[src/rtl/mult_job_sequencer.sv]
// Initiator-side sequencer for the 8x8 sequential multiplier core: one start pulse per job,
// operands held until done, timeout with bounded retry, sticky error and a result stream.
module mult_job_sequencer #(
    parameter int DATA_W         = 8,
    parameter int TIMEOUT_CYCLES = 8,
    parameter int MAX_RETRY      = 1
) (
    input  logic                  clk,
    input  logic                  reset_a,
    input  logic                  in_valid,
    output logic                  in_ready,
    input  logic [DATA_W-1:0]     in_a,
    input  logic [DATA_W-1:0]     in_b,
    output logic                  mult_start,
    output logic [DATA_W-1:0]     mult_dataa,
    output logic [DATA_W-1:0]     mult_datab,
    input  logic                  mult_done,
    input  logic [2*DATA_W-1:0]   mult_product,
    output logic                  out_valid,
    input  logic                  out_ready,
    output logic [2*DATA_W-1:0]   out_product,
    output logic                  busy,
    output logic                  err,
    input  logic                  clr_err,
    output logic [7:0]            job_count
);

    localparam int TIMER_W = (TIMEOUT_CYCLES > 2) ? $clog2(TIMEOUT_CYCLES) : 1;
    localparam int RETRY_W = (MAX_RETRY > 0) ? $clog2(MAX_RETRY + 1) : 1;
    localparam logic [TIMER_W-1:0] TIMER_LAST = TIMER_W'(TIMEOUT_CYCLES - 1);
    localparam logic [RETRY_W-1:0] RETRY_MAX  = RETRY_W'(MAX_RETRY);

    typedef enum logic [1:0] {
        IDLE,
        START,
        WAIT,
        OUT
    } state_t;

    state_t               state;
    state_t               state_next;
    logic [TIMER_W-1:0]   timer;
    logic [RETRY_W-1:0]   retry;
    logic                 accept;
    logic                 capture;
    logic                 retry_go;
    logic                 timeout;

    assign in_ready = (state == IDLE);
    assign busy     = (state != IDLE);

    always_ff @(posedge clk or posedge reset_a) begin
        if (reset_a) begin
            state <= IDLE;
        end else begin
            state <= state_next;
        end
    end

    // mult_done priority over the timeout falls out of the if/else order in WAIT
    always_comb begin
        state_next = state;
        accept     = 1'b0;
        capture    = 1'b0;
        retry_go   = 1'b0;
        timeout    = 1'b0;
        case (state)
            IDLE: begin
                if (in_valid) begin
                    accept     = 1'b1;
                    state_next = START;
                end
            end
            START: begin
                state_next = WAIT;
            end
            WAIT: begin
                if (mult_done) begin
                    capture    = 1'b1;
                    state_next = OUT;
                end else if (timer == TIMER_LAST) begin
                    if (retry < RETRY_MAX) begin
                        retry_go   = 1'b1;
                        state_next = START;
                    end else begin
                        timeout    = 1'b1;
                        state_next = IDLE;
                    end
                end
            end
            OUT: begin
                if (out_ready) begin
                    state_next = IDLE;
                end
            end
            default: begin
                state_next = IDLE;
            end
        endcase
    end

    // mult_start is registered from the next state so it is high exactly while in START
    always_ff @(posedge clk or posedge reset_a) begin
        if (reset_a) begin
            mult_start  <= 1'b0;
            mult_dataa  <= '0;
            mult_datab  <= '0;
            timer       <= '0;
            retry       <= '0;
            out_valid   <= 1'b0;
            out_product <= '0;
            err         <= 1'b0;
            job_count   <= '0;
        end else begin
            mult_start <= (state_next == START);

            if (accept) begin
                mult_dataa <= in_a;
                mult_datab <= in_b;
                retry      <= '0;
            end else if (retry_go) begin
                retry <= retry + RETRY_W'(1);
            end

            if (state == START) begin
                timer <= '0;
            end else if (state == WAIT) begin
                timer <= timer + TIMER_W'(1);
            end

            if (capture) begin
                out_product <= mult_product;
                out_valid   <= 1'b1;
                job_count   <= job_count + 8'd1;
            end else if (state == OUT && out_ready) begin
                out_valid <= 1'b0;
            end

            err <= timeout | (err & ~clr_err);
        end
    end

endmodule
[config.mk]
export PLATFORM = sky130hd
export DESIGN_NAME = mult_job_sequencer
export DESIGN_NICKNAME = d
export VERILOG_FILES = /design/src/rtl/mult_job_sequencer.sv
export SDC_FILE = /design/constraint.sdc
export NUM_CORES = 1
export LEC_CHECK = 0
export ABC_AREA = 1
export CORE_ASPECT_RATIO = 1.5
export CORE_MARGIN = 8
export CORE_UTILIZATION = 46
export CTS_CLUSTER_DIAMETER = 60
export DETAILED_ROUTE_END_ITERATION = 8
export PLACE_DENSITY = 0.82
export REMOVE_ABC_BUFFERS = 1
export SKIP_CTS_REPAIR_TIMING = 1
export SLEW_MARGIN = 20
export SYNTH_ARGS = -nofsm -noshare
export SYNTH_HDL_FRONTEND = slang
export SYNTH_SLANG_ARGS = --single-unit
[constraint.sdc]
create_clock -name clk -period 2.2 [get_ports clk]
set_input_delay 0.22 -clock clk [delete_from_list [all_inputs] [get_ports clk]]
set_output_delay 0.22 -clock clk [all_outputs]
set_load 0.02 [all_outputs]
### Word-level counts from Yosys, hierarchy flattened

Cells that the tools add are included.

* add/sub/neg operators: 3
* order comparisons: 1
* equal/unequal tests: 5
* mux-type cells: 24
* bitwise gates (word level): 3
* reductions and logical operators: 6

Operators by type and width (number)
* 1-bit two-way mux: 17
* 8-bit by 1-bit adder with 8-bit output, second input constant: 1
* 2-bit two-way mux: 4
* 2-bit one-hot mux with 4 select lines: 1
* 2-bit nonzero test: 4
* 3-bit two-way mux: 2
* 2-bit by 1-bit equality test with 1-bit output, second input constant: 2
* 2-bit equality test, second input constant: 2
* 3-bit by 1-bit adder with 3-bit output, second input constant: 1
* 3-bit equality test, second input constant: 1
* 2-bit zero test: 1
* 1-bit adder, second input constant: 1
* 1-bit AND: 1
* 1-bit logical AND: 1
* 1-bit < comparator, second input constant: 1
* 1-bit inverter: 1
* 1-bit OR: 1

* register bits: 49
* bits of input ports: 38
* logic and storage cells: 52

### Logic depth before layout (Yosys ltp)

* depth in word-level cells: 7
* mapped depth: 10
* gate-level depth less buffers: 10

### Least setup slack after synthesis

No wires, ideal clock.

* kind: reg2reg
* start: register state[1]
* end: register mult_dataa[7]
* library setup time: 0.125 ns
* arrival time: 1.409 ns
* slack: 0.666 ns
* stages on the path, launching flop included: 6
* path buffers: 1
* period minus slack after synthesis: 1.534 ns
* cells stage by stage: dfrtp_1 > inv_1 > ha_1 > nand2_4 > buf_6 > mux2_4

* cells in the longest elaborated chain, start to end: 2

Ends and longest elaborated chain
* from (decl): RTL line 40 `state_t state;`
* from (signal assigned): RTL line 56 `state <= state_next;`
* 2-bit zero test
* named net in_ready: RTL line 11 `output logic in_ready,`
* 1-bit two-way mux: RTL line 67 `case (state)`
* to (signal assigned): RTL line 118 `mult_dataa <= in_a;`
* to (decl): RTL line 15 `output logic [DATA_W-1:0] mult_dataa,`

The timed path passes the listed nets, and every way through them passes these cells.
A chain may end at the register's enable or synchronous reset.

### Worst setup path in the final report

* start: register state[0]
* end: output busy

* cells in the longest elaborated chain, start to end: 1

Ends and longest elaborated chain
* 2-bit nonzero test: RTL line 50 `assign busy = (state != IDLE);`
* to (decl): RTL line 22 `output logic busy,`

Every way passes these cells.

==> results.cfg <==
[run_status]
status = complete, no violations

[synth]
synth.distinct_cells = 25
ys_top_cells_by_area = dfrtp_1 (58%), nand2_1 (14%), mux2_4 (5.7%)
synth-compound-area-share = 0.0183
synth-simple-area-share = 0.195
yosys.area.top_type = dfrtp_1
synth_top_family_by_area = simple AND/OR/NAND/NOR gates
synthAdderAreaFrac = 0.0414
netlist_area_um2 = 2120
yosysWarnings = 0
synthMuxAreaShare = 0.0993
synth_xor_area_frac = 0.0124
synth_seq_cells = 49
yosysSeqAreaShare = 0.579
synth_top_area_share = 0.579
postSynthCellCount = 201
syn_area_per_cell_um2 = 10.5

[floorplan]
rows = 30
io_pins = 83
die_w_um = 71.4
dieArea_um2 = 7070
initial_core_util = 0.474
die_h_um = 99.1
core_um2 = 4470

[placement]
numPortBuffers = 82
hpwlAfterDp_um = 3900
placed_area_um2 = 2980
gp_congestion = 0.754

[setup_path]
cp_cell_sequence = inv_1, ha_1, inv_1, clkdlybuf4s50_1
cp-end-kind = output pin
arrival_ns = 1.79
crit_family = buffers and inverters
cp_max_fo = 4
crit_top_cell = inv_1
worstSetupStartpoint = state[0]$_DFF_PP0_
critPathBufInv = 3
required_ns = 1.98
cpPeakStageDelay_ns = 0.62
critical_path_class = reg -> out
start_kind = flip-flop
r2r-start = state[0]$_DFF_PP0_
crit_slowest_cell = clkdlybuf4s50_1

[clock_tree]
cts_tree = built
clock_path_buffers = 2
clk_latency_ns = 0.30
root_buffer = clkbuf_8
cts.reportedPaths.clkPinSlew_ns = 0.08
cts_sinks = 49
htreeDepth = 2
cts_inserted_buffers = 5

[routing]
wl_per_cell_um = 14.9
wirelength_um = 5010
via_count = 1637
avgViaCountPerCell = 4.87
drcViolationCount = 0
drtPass1Iterations = 4
drt.antenna.violating_nets = 0
initialDrtViolationCount = 85

[cells_and_area]
synthToLayoutAreaGrowth_pct = 45.0
final_cell_area_um2 = 3070
diodes = 0
mostFrequentLayoutCells = clkdlybuf4s50_1 (82), nand2_1 (77), dfrtp_1 (49)
final_nets = 333
drive_gt1_frac = 0.108
final_util = 0.687
final_common_cell = clkdlybuf4s50_1

[sta]
skew_ns = 0.00391
fin_crit_ns = 2.01
rsz0062_at_grt = false
relSlewSlack = 0.712
slew_viol_final = 0
finalSetupViolations = 0
tightest_slew_ns = 0.431
tns_ns = 0
finalHoldViolations = 0
fin_crit_sh = 0.914
fmax_mhz = 497

[pwr]
powerDensity_nw_per_um2 = 1430
p_leak_nw = 1.49
ir_worst_vdd_v = 0.000663

[job]
maxCapViolations = 0

[global_routing]
grt_pass1_wl_um = 8380
grt_max_degree = 31
overflow = 0
grt_usage = 0.149
antenna_found_initial = 0
grt_pass1_vias = 1739

[worst_hold_path]
hold_path_class = in -> async
## routing by layer
metal	global-route usage	vias up	routed length (um)	share of wire
met3	0.0376	6	237	0.047
met5	0	-	0	0
li1	-	800	-	-
met4	0.0628	0	81	0.016
met2	0.271	38	2840	0.57
met1	0.155	793	1850	0.37
## metrics by stage
| step | total power [mW] | std cells | hold slack, ns | setup WS [ns] |
|---|---|---|---|---|
| final | 4.40 | 336 | 0.242 | 0.188 |
| after global routing | 4.71 | 336 | 0.287 | 0.0579 |
| after CTS | 4.47 | 336 | 0.252 | 0.163 |
| after detailed placement | 3.93 | 329 | 0.458 | 0.493 |
| after global placement | 3.84 | 329 | 0.458 | 0.544 |
| after floorplan | 2.84 | 197 | 0.319 | 0.663 |
## registers in the layout, summed over array words and instances (netlist names)
name,count
mult_start,1
state,2
out_valid,1
job_count,8
timer,3
mult_dataa,8
out_product,16
err,1
retry,1
mult_datab,8
## power by group
group	switching (mW)	internal, mW
sequential	0.260	1.31
combinational	1.19	1.13
clock	0.273	0.250
total	1.72	2.69
## worst paths after layout
| path | end | slack [ns] | cells past startpoint |
|---|---|---|---|
| worst max-delay path | busy | 0.19 | 4 |
| worst min-delay path | out_product[0]$_DFFE_PP0P_ | 0.24 | 2 |
| worst max register to register | mult_dataa[2]$_DFFE_PP0P_ | 0.69 | 4 |
| worst min register to register | out_valid$_DFFE_PP0P_ | 0.47 | 2 |
| max in group asynchronous | mult_dataa[6]$_DFFE_PP0P_ | 1.46 | 3 |
| min in group clk | out_product[5]$_DFFE_PP0P_ | 0.45 | 3 |
## cell type report
cell class,count,area (um2)
fill,358,1400
sequential,49,1230
timing repair buffer,84,848
multi-input combinational,129,776
clock buffer,7,86.3
inverter,19,73.8
tap,48,60.1
## Yosys cell counts
cell type,number
a21boi_0,1
a21oi_1,2
buf_4,1
buf_6,3
clkinv_1,1
dfrtp_1,49
ha_1,7
inv_1,17
inv_4,1
mux2_2,8
mux2_4,8
nand2_1,77
nand2_2,1
nand2_4,1
nand3_1,8
nand3b_1,2
nand4_1,1
nand4_4,1
nor2_1,3
nor2_2,2
o21ai_0,1
o21ai_1,2
o22ai_1,1
xnor2_1,2
xor2_1,1
## kinds of logic (layout without fill, tap and decap cells)
| logic type | after synthesis | after routing |
|---|---|---|
| buffers and inverters | 23 | 110 |
| flip-flops | 49 | 49 |
| adder cells (fa/ha/maj) | 7 | 7 |
| XOR/XNOR | 3 | 3 |
| AO/OA/AOI/OAI | 7 | 7 |
| multiplexers | 16 | 16 |
| AND/OR/NAND/NOR | 96 | 96 |
Power figures use the tool's default switching activity.
